[config.mk]
export PLATFORM = sky130hd
export DESIGN_NAME = icache_ifill_ctrl
export DESIGN_NICKNAME = d
export VERILOG_FILES = /design/src/rtl/icache_ifill_ctrl.sv
export SDC_FILE = /design/constraint.sdc
export NUM_CORES = 1
export LEC_CHECK = 0
export ABC_AREA = 1
export BUFFER_PORTS_ARGS = -buffer_cell sky130_fd_sc_hd__buf_2
export CAP_MARGIN = 20
export CORE_MARGIN = 10
export CORE_UTILIZATION = 30
export DETAILED_ROUTE_END_ITERATION = 10
export PLACE_DENSITY = 0.57
export SYNTH_ARGS = -nofsm -noshare
export SYNTH_HDL_FRONTEND = slang
export SYNTH_SLANG_ARGS = --single-unit
[constraint.sdc]
create_clock -name clk_i -period 6.43 [get_ports clk_i]
set_input_delay 1.286 -clock clk_i [delete_from_list [all_inputs] [get_ports clk_i]]
set_output_delay 1.286 -clock clk_i [all_outputs]
set_load 0.05 [all_outputs]
[src/rtl/icache_ifill_ctrl.sv]
// rtl/icache_ifill_ctrl.sv - L1 instruction-cache line refill controller with out-of-order beat assembly and kill/drain
module icache_ifill_ctrl #(
    parameter int PADDR_SIZE = 26,
    parameter int LINE_WIDTH = 128,
    parameter int BEAT_WIDTH = 64,
    parameter int N_WAY      = 4,
    parameter int OFFSET_W   = $clog2(LINE_WIDTH / 8),
    localparam int N_BEATS    = LINE_WIDTH / BEAT_WIDTH,
    localparam int WAY_W      = (N_WAY > 1) ? $clog2(N_WAY) : 1,
    localparam int BEAT_IDX_W = (N_BEATS > 1) ? $clog2(N_BEATS) : 1
) (
    input  logic                  clk_i,
    input  logic                  rst_i,
    input  logic                  req_valid_i,
    output logic                  req_ready_o,
    input  logic [PADDR_SIZE-1:0] req_paddr_i,
    input  logic [WAY_W-1:0]      req_way_i,
    input  logic                  kill_i,
    output logic                  mem_req_valid_o,
    input  logic                  mem_req_ready_i,
    output logic [PADDR_SIZE-1:0] mem_req_addr_o,
    input  logic                  mem_resp_valid_i,
    input  logic [BEAT_IDX_W-1:0] mem_resp_beat_i,
    input  logic [BEAT_WIDTH-1:0] mem_resp_data_i,
    output logic                  fill_valid_o,
    output logic [WAY_W-1:0]      fill_way_o,
    output logic [PADDR_SIZE-1:0] fill_paddr_o,
    output logic [LINE_WIDTH-1:0] fill_data_o,
    output logic                  busy_o
);

    // Clears the byte-offset bits so every memory request is line aligned.
    localparam logic [PADDR_SIZE-1:0] ADDR_MASK = {PADDR_SIZE{1'b1}} << OFFSET_W;

    typedef enum logic [2:0] {
        ST_IDLE  = 3'd0,
        ST_REQ   = 3'd1,
        ST_FILL  = 3'd2,
        ST_WRITE = 3'd3,
        ST_DRAIN = 3'd4
    } state_t;

    state_t                  state_q, state_d;
    logic [N_BEATS-1:0]      mask_q, mask_d;
    logic [LINE_WIDTH-1:0]   line_q, line_d;
    logic [PADDR_SIZE-1:0]   addr_q, addr_d;
    logic [WAY_W-1:0]        way_q, way_d;

    logic [N_BEATS-1:0]      beat_oh;
    logic [N_BEATS-1:0]      mask_upd;
    logic                    mask_done;

    // Decode the incoming beat index; out-of-range indices select no slot.
    always_comb begin
        beat_oh = '0;
        for (int i = 0; i < N_BEATS; i++) begin
            if (mem_resp_valid_i && (mem_resp_beat_i == BEAT_IDX_W'(i))) begin
                beat_oh[i] = 1'b1;
            end
        end
        mask_upd  = mask_q | beat_oh;
        mask_done = mem_resp_valid_i && (&mask_upd);
    end

    // State register and refill datapath registers.
    always_ff @(posedge clk_i or posedge rst_i) begin
        if (rst_i) begin
            state_q <= ST_IDLE;
            mask_q  <= '0;
            line_q  <= '0;
            addr_q  <= '0;
            way_q   <= '0;
        end else begin
            state_q <= state_d;
            mask_q  <= mask_d;
            line_q  <= line_d;
            addr_q  <= addr_d;
            way_q   <= way_d;
        end
    end

    // Next-state logic: accept, request handshake, beat assembly, drain after kill.
    always_comb begin
        state_d = state_q;
        mask_d  = mask_q;
        line_d  = line_q;
        addr_d  = addr_q;
        way_d   = way_q;
        unique case (state_q)
            ST_IDLE: begin
                if (req_valid_i && !kill_i) begin
                    addr_d  = req_paddr_i & ADDR_MASK;
                    way_d   = req_way_i;
                    mask_d  = '0;
                    state_d = ST_REQ;
                end
            end
            ST_REQ: begin
                // Once the request is accepted, beats are owed and must be drained.
                if (mem_req_ready_i) begin
                    state_d = kill_i ? ST_DRAIN : ST_FILL;
                end else if (kill_i) begin
                    state_d = ST_IDLE;
                end
            end
            ST_FILL: begin
                if (mem_resp_valid_i) begin
                    mask_d = mask_upd;
                    for (int i = 0; i < N_BEATS; i++) begin
                        if (beat_oh[i]) begin
                            line_d[i*BEAT_WIDTH +: BEAT_WIDTH] = mem_resp_data_i;
                        end
                    end
                end
                if (mask_done) begin
                    state_d = kill_i ? ST_IDLE : ST_WRITE;
                end else if (kill_i) begin
                    state_d = ST_DRAIN;
                end
            end
            ST_WRITE: begin
                state_d = ST_IDLE;
            end
            ST_DRAIN: begin
                if (mem_resp_valid_i) begin
                    mask_d = mask_upd;
                end
                if (mask_done) begin
                    state_d = ST_IDLE;
                end
            end
            default: begin
                state_d = ST_IDLE;
            end
        endcase
    end

    // Outputs decode purely from state and registers.
    always_comb begin
        req_ready_o     = (state_q == ST_IDLE);
        mem_req_valid_o = (state_q == ST_REQ);
        mem_req_addr_o  = addr_q;
        fill_valid_o    = (state_q == ST_WRITE);
        fill_way_o      = way_q;
        fill_paddr_o    = addr_q;
        fill_data_o     = line_q;
        busy_o          = (state_q != ST_IDLE);
    end

endmodule

==> results.yml, run 1 <==
power:
  power.density_nw_per_um2: 632
  p_sw_mw: 3.07
  peakVddDrop_mv: 0.425
  swShare: 0.537
  comb_power_share: 0.533
  p_seq_frac: 0.291
  p_int_mw: 2.64
  p_leak_nw: 5.01
  p_clk_frac: 0.176
cts:
  htreeDepth: 4
  cts-resized-gates: 0
  cts_tree: "yes"
  postCtsSetupRepairBufs: 0
  clk_pin_slew_ps: 60
  clk_latency_ps: 420
  cts_buffer_depth: 2
  numCtsBuffers: 17
  cts_root_buf: "clkbuf_16"
  hold_buffers: 0
  clock_sinks: 157
finish:
  final_common_cell: "buf_2"
  final_cell_mix: "272 x buf_2, 157 x dfrtp_1, 128 x o21ai_2"
  area_delta_synth_final_pct: 27.1
  utilization: 0.386
  final_area_um2: 9040
  final_nets: 1011
  drive_above_1_share: 0.570
  diodes: 0
die:
  die_w_um: 174
  coreArea_um2: 23400
  die-height_um: 174
  ios: 285
  initial_core_util: 0.304
  rows: 56
  dieArea_um2: 30200
grt:
  globalRouteOverflowTotal: 0
  antenna_found_initial: 1
  grtUsageTotal: 0.120
  grt_max_degree: 68
  grt_pass1_vias: 5266
  grt_pass1_wl_mm: 29.5
worst_setup_path:
  r2r_start: "state_q[2]"
  critical_path.endpoint: "req_ready_o"
  r2r_slack_ps: 4050
  cp-end-kind: "output pin"
  crit_arrival_ps: 1560
  r2r_end: "fill_data_o[108]"
  worstSetupStartpoint: "state_q[1]"
  rr_worst_depth: 7
  worstSetupPathType: "reg2out"
  worstPathRequired_ps: 5140
  crit_fanout: 5
  setup.worst_path.start_class: "register"
yosys:
  ys_types: 21
  syn_area_per_cell_um2: 10.6
  synth-seq-area-share: 0.553
  syn_area_um2: 7110
  syn_inst: 671
  synth-seq-cells: 157
  yosys_warnings: 0
placement:
  hpwl_mm: 13.4
  portBuffers: 272
  globalplace.congestion: 0.734
  placed_area_um2: 8410
timing:
  finalCriticalPeriod_ps: 2850
  slew_headroom: 0.348
  worst_slew_pin_slew_ps: 978
  fin_setup_tns_ps: 0
  period_share: 0.443
  maxSlewViolCount: 0
  fmax_mhz: 351
  fin_worst_skew_ps: 10.1
  finalSetupViolCount: 0
  rsz0062_at_grt: "false"
  finalHoldViolCount: 0
status:
  outcome: "completed"
run:
  cap_violations: 0
detailed_routing:
  drt_iter0_drc: 343
  ant_nets: 0
  wl_per_cell_um: 14.6
  drc: 0
  via_per_inst: 4.04
  vias: 5031
  dr.pass1.iters: 4
  wirelength_mm: 18.2
worst_hold_path:
  hold_depth: 2
  hold_class: "reg2reg"
-- worst max-delay path: stages, from the launching register on --
cell     delay [ps]
dfrtp_1         440
nor2_2          230
nand2_1         130
inv_1            80
buf_2           270
-- metal layers --
metal  GRT usage  part of all wire  wire length, um
met2       0.176              0.43             7900
met1       0.155              0.46             8380
met5           0           0.00072               13
met3      0.0587             0.097             1760
met4      0.0299            0.0071              129
-- worst min path at each step --
stage / from / end / slack, ps
floorplan: mask_q[1] / mask_q[1] / 500
global placement: fill_data_o[14] / fill_data_o[14] / 460
detailed placement: fill_data_o[7] / fill_data_o[7] / 460
CTS: fill_data_o[7] / fill_data_o[7] / 480
global route: fill_data_o[56] / fill_data_o[56] / 490
finish: fill_data_o[6] / fill_data_o[6] / 480
-- cells in the mapped netlist --
library cell,n,share of area
nand3_1,9,0.0063
buf_6,28,0.044
buf_2,2,0.0014
clkbuf_1,3,0.0016
conb_1,1,0.00053
dfrtp_1,157,0.55
a21oi_1,1,0.00070
inv_1,98,0.052
nand2_1,91,0.048
nor2_2,1,0.00088
nor3_1,1,0.00070
nand2_2,80,0.070
buf_4,30,0.032
nand3_2,3,0.0042
o21ai_1,4,0.0028
o21ai_0,25,0.018
inv_2,3,0.0016
o21ai_2,128,0.16
nor2_1,4,0.0021
nand4_1,1,0.00088
nand4_2,1,0.0018
-- kinds of logic (layout without fill, tap and decap cells) --
group	Yosys count	in the layout	synth area share
buf+inv	164	411	0.132
flops	157	157	0.553
compound gates	158	158	0.179
other cells	1	8	0.000528
simple gates	191	191	0.135
-- flip-flops by register name, indices dropped and copies added (netlist names) --
register      cells
fill_data_o     128
fill_paddr_o     22
state_q           3
mask_q            2
fill_way_o        2
-- through the flow --
step                instances  total power [mW]  setup WS, ps  hold WS, ps
global placement         1210              4.73          3200          460
global route             1244              6.03          3490          493
CTS                      1242              5.79          3570          480
floorplan                 678              4.12           909          504
finish                   1244              5.71          3580          478
detailed placement       1210              4.75          3190          464
-- layout make-up --
class	count	area, um^2
well taps	319	399
flip-flops and latches	157	3930
clock buffers	19	453
repair buffers	278	1460
multi-input cells	357	2280
fillers	2459	14400
clock inverters	13	129
inverters	101	384
-- power groups by stage --
stage               registers, mW  clock network (mW)  logic [mW]
global placement             1.67                   0        3.06
finish                       1.66                1.01        3.04
CTS                          1.67                1.04        3.08
global route                 1.72                1.09        3.21
floorplan                    3.09                   0        1.03
detailed placement           1.68                   0        3.08
(Power assumes the default switching activity.)
==> run 2, diff against run 1 <==
==> constraint.sdc (replaced) <==
create_clock -name clk_i -period 2.77 [get_ports clk_i]
set_input_delay 0.554 -clock clk_i [delete_from_list [all_inputs] [get_ports clk_i]]
set_output_delay 0.554 -clock clk_i [all_outputs]
set_load 0.05 [all_outputs]
==> run 2 against run 1 <==
Compared with the run above: critical path depth is the same; clock-buffer cell count grew 1; register-to-register slack lost 3100 ps; via count grew 0.97%; largest cell class unchanged; utilization is essentially flat; wire length grew 1.3%; die area is the same; final area is essentially flat; worst hold slack lost 220 ps; clock power grew 120%; clock skew shrank 2.0 ps.
==> results.yml, run 2 (synthesis gave the netlist of run 1 again) <==
detailed_routing:
  vias: 5080
  highest_layer: "met5"
  drt_iter0_drc: 321
  ant_nets: 0
  wl_met2_mm: 8.31
  wirelength_mm: 18.4
  wl_met1_mm: 8.22
  dr.pass1.iters: 5
  dr_wl_met3_mm: 1.76
  wl_per_cell_um: 14.8
  drc: 0
  via_per_inst: 4.08
cts:
  htreeDepth: 4
  cts_tree: "yes"
  postCtsSetupRepairBufs: 0
  clock_sinks: 157
  cts_buffer_depth: 2
  cts-resized-gates: 0
  hold_buffers: 0
  clk_latency_ps: 410
  numCtsBuffers: 17
  clk_pin_slew_ps: 70
  cts_root_buf: "clkbuf_16"
placement:
  globalplace.congestion: 0.763
  hpwl_mm: 13.6
  placed_cells: 1214
  portBuffers: 272
power:
  p_sw_mw: 7.11
  peakVddDrop_mv: 0.781
  p_clk_frac: 0.169
  p_total_mw: 13.1
  comb_power_share: 0.537
  p_seq_frac: 0.294
  swShare: 0.541
  p_leak_nw: 4.99
  p_int_mw: 6.04
  power.density_nw_per_um2: 1450
worst_setup_path:
  crit_fanout: 5
  crit_arrival_ps: 1540
  cpPeakStageDelay_ps: 440
  crit_chain: "nor2_2, nand2_1, inv_1, buf_2"
  worstSetupPathType: "reg2out"
  slowest_stage: "dfrtp_1"
  cp-end-kind: "output pin"
  path_buf_inv: 2
  critPathTopFamily: "flip-flops"
  setup.worst_path.start_class: "register"
  worstPathRequired_ps: 2220
die:
  ios: 285
  coreArea_um2: 23400
  dieArea_um2: 30200
  initial_core_util: 0.304
  die-height_um: 174
  die_w_um: 174
  rows: 56
grt:
  grt_pass1_vias: 5459
  grt_max_degree: 90
  antenna_found_initial: 1
  globalRouteOverflowTotal: 0
  grtUsageTotal: 0.122
  grt_pass1_wl_mm: 30.1
run:
  cap_violations: 0
timing:
  rsz0062_at_grt: "false"
  period_share: 0.757
  worst_slew_pin_slew_ps: 514
  fin_setup_tns_ps: 0
  slew_headroom: 0.658
  fin_worst_skew_ps: 8.10
  holdWs_ps: 255
  finalHoldViolCount: 0
  maxSlewViolCount: 0
  finalCriticalPeriod_ps: 2100
  fmax_mhz: 477
  finalSetupViolCount: 0
finish:
  final_nets: 1013
  area_delta_synth_final_pct: 27.3
  utilization: 0.386
  final_cell_mix: "272 x buf_2, 157 x dfrtp_1, 128 x o21ai_2"
  instances_no_fill: 1246
  fillers: 2472
  diodes: 0
  final_common_cell: "buf_2"
  largest_register_ffs: 128
  drive_above_1_share: 0.570
status:
  outcome: "completed"
worst_hold_path:
  hold_class: "in2async"
==> run 2: power by group through the flow <==
stage                     clock, mW  sequential (mW)  combinational, mW
after floorplan                   0             7.18               2.39
after global placement            0             3.89               7.14
after detailed placement          0             3.90               7.17
after CTS                      2.32             3.89               7.17
after global routing           2.41             4.01               7.49
final                          2.22             3.87               7.06
==> run 2: per-layer routing <==
| layer | up-vias | global-route usage |
|---|---|---|
| li1 | 2551 | - |
| met1 | 2332 | 0.148 |
| met2 | 185 | 0.192 |
| met3 | 10 | 0.0585 |
| met4 | 2 | 0.0267 |
| met5 | - | 0 |
==> run 2: worst register-to-register path: stages (launching register included) <==
cell     delay [ps]
dfrtp_1         450
inv_2           110
nand3_2         100
inv_2           140
nand3_4         350
buf_12          380
nand2_2         130
o21ai_2          50
==> run 2: path summary, 6_finish.rpt <==
| kind | startpoint | endpoint | slack [ps] | cells after the start |
|---|---|---|---|---|
| setup reg to reg | state_q[2] | fill_data_o[109] | 930 | 7 |
| hold reg to reg | fill_data_o[4] | fill_data_o[4] | 480 | 2 |
| hold / removal | rst_i | fill_way_o[1] | 250 | 3 |
| max in group asynchronous | rst_i | fill_data_o[7] | 2040 | 3 |
| setup / recovery | state_q[1] | req_ready_o | 670 | 4 |
| min in group clk_i | req_paddr_i[24] | fill_paddr_o[24] | 370 | 3 |
==> run 2: cell type report <==
cell class	instances	area [um^2]	share of cell area
multi-input combinational	357	2280	0.252
tap	319	399	0.0441
clock inverter	12	101	0.0112
inverter	101	383	0.0423
sequential	157	3930	0.434
timing repair buffer	280	1500	0.165
clock buffer	20	457	0.0505
==> run 2: metrics by stage <==
step / setup slack [ps] / area, um^2
after floorplan: 229 / 7140
after global placement: 922 / 8490
after detailed placement: 937 / 8490
after CTS: 647 / 9040
after global routing: 595 / 9040
final: 674 / 9040
==> run 3, diff against run 2 <==
--- a/config.mk
+++ b/config.mk
@@ -11,7 +11,7 @@
 export CORE_MARGIN = 10
 export CORE_UTILIZATION = 30
 export DETAILED_ROUTE_END_ITERATION = 10
-export PLACE_DENSITY = 0.57
+export PLACE_DENSITY = 0.59
 export SYNTH_ARGS = -nofsm -noshare
 export SYNTH_HDL_FRONTEND = slang
 export SYNTH_SLANG_ARGS = --single-unit
==> constraint.sdc (replaced) <==
create_clock -name clk_i -period 1.9 [get_ports clk_i]
set_input_delay 0.38 -clock clk_i [delete_from_list [all_inputs] [get_ports clk_i]]
set_output_delay 0.38 -clock clk_i [all_outputs]
set_load 0.05 [all_outputs]
==> run 3 against run 2 <==
Compared with the run above: utilization grew 0.32 points; first-iteration DRC count shrank 15%; critical endpoint unchanged; largest cell class unchanged; largest power group unchanged; clock-buffer cell count is the same; critical path type unchanged.
==> results.yml, run 3 (synthesis gave the netlist of run 1 again) <==
timing:
  fin_worst_skew_ps: 13.8
  maxSlewViolCount: 0
  setup_ws_ps: 96.8
  worst_slew_pin_slew_ps: 538
  fmax_mhz: 555
  finalHoldViolCount: 0
  rsz0062_at_grt: "false"
  finalSetupViolCount: 0
  finalCriticalPeriod_ps: 1800
  slew_headroom: 0.641
  period_share: 0.949
power:
  p_leak_nw: 5.03
  p_total_mw: 19.3
  power.density_nw_per_um2: 2120
  peakVddDrop_mv: 1.21
worst_setup_path:
  worstSetupStartpoint: "state_q[1]"
  r2r_slack_ps: 300
  worstSetupPathType: "reg2out"
  cp-end-kind: "output pin"
  rr_worst_depth: 7
  setup.worst_path.start_class: "register"
  crit_fanout: 5
  r2r_start: "state_q[2]"
  crit_arrival_ps: 1420
  worstPathRequired_ps: 1520
  r2r_end: "fill_data_o[108]"
cts:
  htreeDepth: 4
  cts_root_buf: "clkbuf_16"
  clk_pin_slew_ps: 70
  clk_latency_ps: 410
  cts_buffer_depth: 2
  clock_sinks: 157
  cts_tree: "yes"
  numCtsBuffers: 17
detailed_routing:
  dr.pass1.iters: 4
  drc: 0
  wl_per_cell_um: 14.5
  ant_nets: 0
  via_per_inst: 4.04
  drt_iter0_drc: 273
  vias: 5035
  wirelength_mm: 18.1
finish:
  drive_above_1_share: 0.572
  largest_register_ffs: 128
  final_nets: 1014
  instances_no_fill: 1247
  final_common_cell: "buf_2"
  multi_input_area_um2: 2290
  utilization: 0.390
  ff_latch_area_um2: 3930
  final_cell_mix: "270 x buf_2, 156 x dfrtp_1, 128 x o21ai_2"
  area_delta_synth_final_pct: 28.3
  diodes: 0
  fillers: 2405
grt:
  grt_pass1_wl_mm: 29.1
  grt_max_degree: 94
  antenna_found_initial: 0
  globalRouteOverflowTotal: 0
  grtUsageTotal: 0.118
  grt_pass1_vias: 5284
die:
  ios: 285
  coreArea_um2: 23400
  die_w_um: 174
  initial_core_util: 0.304
  die-height_um: 174
  rows: 56
  dieArea_um2: 30200
placement:
  globalplace.congestion: 0.741
  place_ws_ps: 322
  placed_cells: 1215
  portBuffers: 272
  hpwl_mm: 13.4
worst_hold_path:
  hold_class: "in2async"
status:
  outcome: "completed"
run:
  cap_violations: 0
==> run 3: timing repair <==
item                                   CTS  global route
resized for setup                        2             2
setup buffers                            0             0
hold buffers                             0             0
pin swaps                                0             0
setup endpoints to repair                1             2
endpoints found under the hold margin    0             0
==> run 3: report_power, final <==
group          internal (mW)  switching [mW]  leakage, nW
Combinational           2.32            7.99         2.72
Clock                   1.91            1.47        0.278
Sequential              4.74           0.906         2.03
==> run 3: how the worst max path moves through the flow <==
stage | endpoint | slack [ps] | depth (start not counted)
6_report | req_ready_o | 100 | 4
5_1_grt | mem_req_valid_o | 20 | 2
4_1_cts | mem_req_valid_o | 30 | 2
3_5_place_dp | fill_data_o[35] | 320 | 8
3_3_place_gp | fill_data_o[39] | 340 | 8
2_1_floorplan | fill_data_o[0] | -470 | 1
==> run 3: area by class of cell <==
class / instances / share of cell area
Multi-Input combinational cell: 357 / 0.251
Sequential cell: 157 / 0.431
Clock buffer: 20 / 0.0501
Timing Repair Buffer: 281 / 0.168
Tap cell: 319 / 0.0438
Inverter: 101 / 0.0420
Clock inverter: 12 / 0.0140
==> run 3: routing by layer <==
| metal | GRT usage | wire length, um | vias to the layer above |
|---|---|---|---|
| met2 | 0.181 | 8040 | 190 |
| met5 | 0 | 0 | - |
| li1 | - | - | 2545 |
| met3 | 0.0553 | 1730 | 13 |
| met4 | 0.0371 | 227 | 0 |
| met1 | 0.143 | 8120 | 2287 |
==> run 3: per-stage QoR <==
stage          instance area [um^2]  hold WS, ps  setup TNS, ps
5_1_grt                        9120         89.6              0
3_5_place_dp                   8520          463              0
4_1_cts                        9110         91.8              0
6_report                       9120         68.6              0
2_1_floorplan                  7140          504         -73300
3_3_place_gp                   8520          461              0
==> run 3: worst max-delay path, stage by stage, from the launching register on <==
cell     delay (ps)
dfrtp_2         450
nor2_4          160
nand2_1         110
inv_1            90
buf_4           200
